--- src/rtl/uart_rx_buffer.sv ---
// UART receiver: 2-flop synchronised 8N1 deserialiser with mid-bit sampling and registered pulses.
// Define UART_RX_PARITY_EN to insert an even-parity bit between the data bits and the stop bit.
module uart_rx_buffer #(
  parameter int CLKS_PER_BIT = 868
) (
  input  logic       clk,
  input  logic       reset,
  input  logic       rx,
  output logic [7:0] data,
  output logic       valid,
  output logic       framing_error
);

  localparam int CW = $clog2(CLKS_PER_BIT);
  localparam logic [CW-1:0] HALF_LAST = CW'(CLKS_PER_BIT / 2 - 1);
  localparam logic [CW-1:0] BIT_LAST  = CW'(CLKS_PER_BIT - 1);

  typedef enum logic [2:0] {
    S_IDLE,
    S_START,
    S_DATA,
`ifdef UART_RX_PARITY_EN
    S_PARITY,
`endif
    S_STOP
  } state_t;

  state_t        state;
  logic [CW-1:0] counter;
  logic [2:0]    bit_idx;
  logic [7:0]    shift;
  logic          rx_meta;
  logic          rx_s;
  logic          rx_prev;
  logic          frame_good;

  // The line idles high, so the synchroniser resets to 1 to avoid a false start edge.
  always_ff @(posedge clk or posedge reset) begin
    if (reset) begin
      rx_meta <= 1'b1;
      rx_s    <= 1'b1;
      rx_prev <= 1'b1;
    end else begin
      // NOTE: non-blocking assignments make each flop take the previous stage's old value;
      // blocking ones here would collapse the three stages into a single wire.
      rx_meta <= rx;
      rx_s    <= rx_meta;
      rx_prev <= rx_s;
    end
  end

`ifdef UART_RX_PARITY_EN
  logic parity_bit;
  assign frame_good = rx_s && ~^{shift, parity_bit};
`else
  assign frame_good = rx_s;
`endif

  always_ff @(posedge clk or posedge reset) begin
    if (reset) begin
      state         <= S_IDLE;
      counter       <= '0;
      bit_idx       <= '0;
      shift         <= '0;
      data          <= '0;
      valid         <= 1'b0;
      framing_error <= 1'b0;
`ifdef UART_RX_PARITY_EN
      parity_bit    <= 1'b0;
`endif
    end else begin
      // NOTE: pulses default low every cycle, so each set below lasts exactly one clock.
      valid         <= 1'b0;
      framing_error <= 1'b0;
      case (state)
        S_IDLE: begin
          counter <= '0;
          if (rx_prev && !rx_s) state <= S_START;
        end
        S_START: begin
          if (counter == HALF_LAST) begin
            counter <= '0;
            if (!rx_s) begin
              state   <= S_DATA;
              bit_idx <= '0;
            end else begin
              state <= S_IDLE;
            end
          end else begin
            counter <= counter + CW'(1);
          end
        end
        S_DATA: begin
          if (counter == BIT_LAST) begin
            counter        <= '0;
            shift[bit_idx] <= rx_s;
            bit_idx        <= bit_idx + 3'd1;
            if (bit_idx == 3'd7) begin
`ifdef UART_RX_PARITY_EN
              state <= S_PARITY;
`else
              state <= S_STOP;
`endif
            end
          end else begin
            counter <= counter + CW'(1);
          end
        end
`ifdef UART_RX_PARITY_EN
        S_PARITY: begin
          if (counter == BIT_LAST) begin
            counter    <= '0;
            parity_bit <= rx_s;
            state      <= S_STOP;
          end else begin
            counter <= counter + CW'(1);
          end
        end
`endif
        S_STOP: begin
          // Leaving at mid stop bit leaves half a bit to catch a back-to-back start edge.
          if (counter == BIT_LAST) begin
            counter <= '0;
            state   <= S_IDLE;
            if (frame_good) begin
              data  <= shift;
              valid <= 1'b1;
            end else begin
              framing_error <= 1'b1;
            end
          end else begin
            counter <= counter + CW'(1);
          end
        end
        default: begin
          state   <= S_IDLE;
          counter <= '0;
        end
      endcase
    end
  end

endmodule

--- config.mk ---
export PLATFORM = sky130hd
export DESIGN_NAME = uart_rx_buffer
export DESIGN_NICKNAME = d
export VERILOG_FILES = /design/src/rtl/uart_rx_buffer.sv
export SDC_FILE = /design/constraint.sdc
export NUM_CORES = 1
export LEC_CHECK = 0
export BUFFER_PORTS_ARGS = -buffer_cell sky130_fd_sc_hd__buf_2
export CORE_UTILIZATION = 58
export DETAILED_ROUTE_END_ITERATION = 10
export PLACE_DENSITY = 0.89
export SYNTH_ARGS = -nofsm -noshare
export SYNTH_HDL_FRONTEND = slang
export SYNTH_SLANG_ARGS = --single-unit
--- constraint.sdc ---
create_clock -name clk -period 2.76 [get_ports clk]
set_input_delay 0.414 -clock clk [delete_from_list [all_inputs] [get_ports clk]]
set_output_delay 0.414 -clock clk [all_outputs]
set_load 0.01 [all_outputs]
-- Yosys cells after proc, flatten, opt, wreduce, memory -nomap -nowiden
Index checks and enable logic that the tools add are counted.
- register bits: 37
- bits of input ports: 3
- $add $sub $neg: 2
- muxes and demuxes: 23
- equality and inequality tests: 12
- reductions and logical operators: 10
- magnitude comparators: 2
- operators by type and width (cell ; count):
    $mux 3 ; 8
    $mux 10 ; 2
    $pmux 10 s2 ; 1
    $ne 2x2->1 const B ; 6
    $pmux 3 s4 ; 1
    $add 10x1->10 const B ; 1
    $eq 10x10->1 const B ; 1
    $eq 10x9->1 const B ; 1
    $bwmux 8 ; 1
    $mux 1 ; 7
    $eq 3x2->1 const B ; 2
    $pmux 3 s2 ; 1
    $reduce_and 5->1 ; 1
    $lt 3x4->1 const B ; 1
    $reduce_and 4->1 ; 1
    $add 3x1->3 const B ; 1
    $demux 1 s3 ; 1
    $eq 3x1->1 const B ; 1
    $eq 3x3->1 const B ; 1
    $ge 3x1->1 const B ; 1
    $logic_not 3->1 ; 1
    $reduce_and 3->1 ; 1
    $logic_and 1x1->1 ; 2
    $mux 2 ; 1
    4 further kinds ; 4

-- Logic depth before layout (Yosys ltp)
- depth after elaboration: 5
- depth in mapped cells: 6

-- Worst setup path before layout
OpenSTA, ideal clock, no wires.
- path kind: flip-flop to flip-flop
- from: reg counter[3]
- to: reg shift[4]
- stages on the path, launching flop included: 6
- clock period less this slack: 2.182 ns
- required time: 2.632 ns
- slack: 0.578 ns
- data arrival time: 2.055 ns
- cells stage by stage: dfrtp_1 or3b_4 or4_4 buf_6 nor4b_4 mux2_1
- word-level cells in the longest chain between the ends: 2
- ends and longest elaborated chain (what ; RTL line ; RTL):
    start, declared ; 29 ; logic [CW-1:0] counter;
    start signal, assigned ; 90 ; counter <= counter + CW'(1);
    start signal, assigned ; 106 ; counter <= counter + CW'(1);
    start signal, assigned ; 132 ; counter <= counter + CW'(1);
    $eq 10x10->1 ; 94 ; if (counter == BIT_LAST) begin
    $reduce_and 2->1 (no source line) ; n/a ;
    end signal, assigned by index ; 96 ; shift[bit_idx] <= rx_s;
    end, declared ; 31 ; logic [7:0] shift;
No other way between the ends.
A chain may end at the register's enable or synchronous reset.

-- Worst setup path after layout
- from: reg counter[0]
- to: reg shift[2]
Same word-level chain as after synthesis.

==> run summary <==
The top cell types in the final layout, fill and taps aside, are dfrtp_1 (33), nor2_1 (15), mux2_2 (15). The total number of yosys warnings came out at 0. In this run the clock root is driven by a clkbuf_4. The worst setup slack before clock tree synthesis is 0.499 ns.

The filler cells instantiated in the layout total around 180. The number of CTS-inserted buffers came out at 5. The highest fanout seen on the critical path came out at 8. The number of max-slew violations in the final report came out at 0. Across the VDD grid, the largest voltage drop is roughly 540 uV.

The depth of the worst register-to-register path came out at 5. In this run the post-CTS setup repair buffer count came out at 0. The setup clock skew after layout is just under 0.005 ns. The count of antenna-violating nets left after detailed routing is 0. The commonest non-fill, non-tap cell in the layout is dfrtp_1. The sequential cell area in the final layout came out at between 900 and 1000 sq um. The number of port buffers came out at 12. The count of final hold-check violations is 0. Clock-pin slew was measured on the worst setup and hold paths at approximately 0.090 ns. The number of antenna cells inserted came out at 0. The half-perimeter wire length after placement is between 1.5 and 2 mm.

The insertion delay to the later sink of the worst-skew pair came out at 0.32 ns. The sort of element at the end of the critical path is a flop. After global routing the overflow that remains totals 0. The distinct cell type count of the synthesized netlist came out at 36. The synthesized area divided by synthesized cell count is around 12 sq um. Once the clock tree was built, the resizer swapped 0 gates to a different size. The number of antenna violations at the first check in global routing came out at 0.

The overall die height came out at between 50 and 60 microns. The count of max-cap constraint violations came out at 0. For the final routed database, the setup TNS stands at 0 ns. The gate count of the mapped netlist came out at between 100 and 150.

The static leakage power is 0.868 nW. The synthesized design contains 36 register bits. Subtracting the final worst setup slack from the clock period gives around 2.3 ns.

The number of enable-type register cells in the synthesized netlist is 0. The depth of the CTS H-tree came out at 2. Routability-driven placement finished with a final weighted congestion of about 0.93. The initial cell density of the core came out at 0.638. The largest net degree at the start of global routing came out at 37. The number of endpoints failing setup at the final stage came out at 0. The data arrival at the endpoint of the critical path came out at approximately 2.5 ns. The width of the die came out at about 55 microns. The synthesized netlist occupies a cell area of between 1500 and 2000 sq um.

In the routed design, unresolved DRC markers number 0. The sum of routed wire length over all layers is between 2 and 3 mm. Dividing the detail-routed wire length by the instance count gives roughly 15 microns.

The row count came out at 18. The clock passes through at most 2 buffers. The overall via count from detail_route came out at 1183. The area of the multi-input gates is about 700 sq um. The layout cell share with drive strength beyond 1 is 0.270.

The total routing resource utilization after global routing came out at 0.209. Static timing analysis puts the maximum clock frequency at 0.435 GHz. The total power divided by cell area is ~610 nW/um^2. The final core utilization is 0.694. The die covers roughly 3100 sq um. The path class of the lowest-slack min-delay path is in -> async. The run finished with clean final reports. The via count of the first global-routing pass came out at between 1000 and 1500. The sort of element at the start of the critical path is a flop. The number of nets at the end of the flow came out at 165.

The average via count per standard cell is roughly 6.3. Of the synthesized area, sequential elements account for 0.547. The remaining max-slew budget at the tightest pin came out at 0.611. The measured slew at the worst slew-check pin is roughly 0.58 ns. Setup repair after global routing left no endpoint under its margin. In this run the standard cell core region covers approximately 2600 sq um. In the synthesized netlist the async set-or-reset flop fraction comes to 1.00. The total clock sinks is 36. The hold buffer count at CTS came out at 0. The smallest setup slack after layout came out at 0.463 ns. STA puts the critical path data required time at just under 3 ns. The net count after synthesis is 150.

The signed area change from the synthesized netlist to the final layout came out at 8.71%. The portion of the clock cycle consumed by the worst path in the final layout came out at 0.832. The first-pass GRT wire length came out at slightly above 5 mm. The number of detailed-route iterations in the first pass is 4.

The top flip-flop cell by instance count after synthesis is dfrtp_1. The first routing iteration left 33 violations. 13 I/O pins were placed. TritonCTS built the clock tree.

The worst setup path is of the reg -> reg kind.
==> cell type report <==
| class | count | area share |
|---|---|---|
| Sequential cell | 36 | 0.503 |
| Multi-Input combinational cell | 96 | 0.389 |
| Timing Repair Buffer | 15 | 0.0460 |
| Clock buffer | 8 | 0.0327 |
| Tap cell | 30 | 0.0209 |
| Inverter | 4 | 0.00836 |
==> layer usage <==
layer | share of wire | track usage | up-vias
met5 | 0 | 0 | -
met4 | 0.013 | 0.0821 | 0
met3 | 0.054 | 0.0539 | 4
met2 | 0.49 | 0.324 | 49
met1 | 0.44 | 0.283 | 593
li1 | - | - | 537
==> per-stage QoR <==
step | std cells | area, sq um | hold WS [ns] | power (mW)
after floorplan | 143 | 1650 | 0.345 | 0.774
after global placement | 181 | 1740 | 0.347 | 0.800
after detailed placement | 181 | 1740 | 0.352 | 0.821
after CTS | 189 | 1800 | 0.172 | 1.10
after global routing | 189 | 1800 | 0.156 | 1.16
final | 189 | 1800 | 0.173 | 1.10
==> worst paths after layout <==
path	startpoint	to	slack, ns
max reg2reg	counter[0]	shift[2]	0.46
max in group asynchronous	reset	frame_good	2.25
max	counter[0]	shift[2]	0.46
min	reset	shift[0]	0.17
min in group clk	rx	rx_meta	0.19
min reg2reg	rx_meta	frame_good	0.36
==> critical path, stage by stage (launching register included) <==
cell and delay, ns:
dfrtp_1 0.42, ha_1 0.27, nand4bb_1 0.26, or4_4 0.62
nor4b_2 0.26, mux2_2 0.37
==> registers in the layout, summed over array words and instances, names as in the netlist <==
name / cells
bit_idx: 3
counter: 10
data: 8
frame_good: 1
framing_error: 1
rx_meta: 1
rx_prev: 1
shift: 8
state: 2
valid: 1
==> power by group <==
group / switching, mW / leakage, nW / internal [mW]
combinational: 0.0804 / 0.361 / 0.0643
clock: 0.155 / 0.0326 / 0.126
sequential: 0.0883 / 0.474 / 0.583
total: 0.323 / 0.868 / 0.773
==> synthesized netlist by cell type (all sizes together), types with 3 or more instances <==
cell type,count,area share
mux2,16,0.11
nor3,3,0.0091
clkbuf,4,0.0098
dfrtp,33,0.50
nor4,4,0.015
nor2,15,0.034
buf,3,0.011
nand2,11,0.025
nand3,8,0.024
xor2,5,0.026
inv,4,0.0091
o21ai,3,0.0091
nand4,6,0.023
dfstp,3,0.048
ha,4,0.030
==> cells by family after synthesis <==
kind of cell	count (synthesis)	share of synthesized area
compound gates	8	0.0295
xor+xnor	7	0.0371
fa+ha+maj	4	0.0303
buf+inv	11	0.0303
flops	36	0.547
mux	16	0.109
simple gates	61	0.217
(Power assumes the default switching activity.)
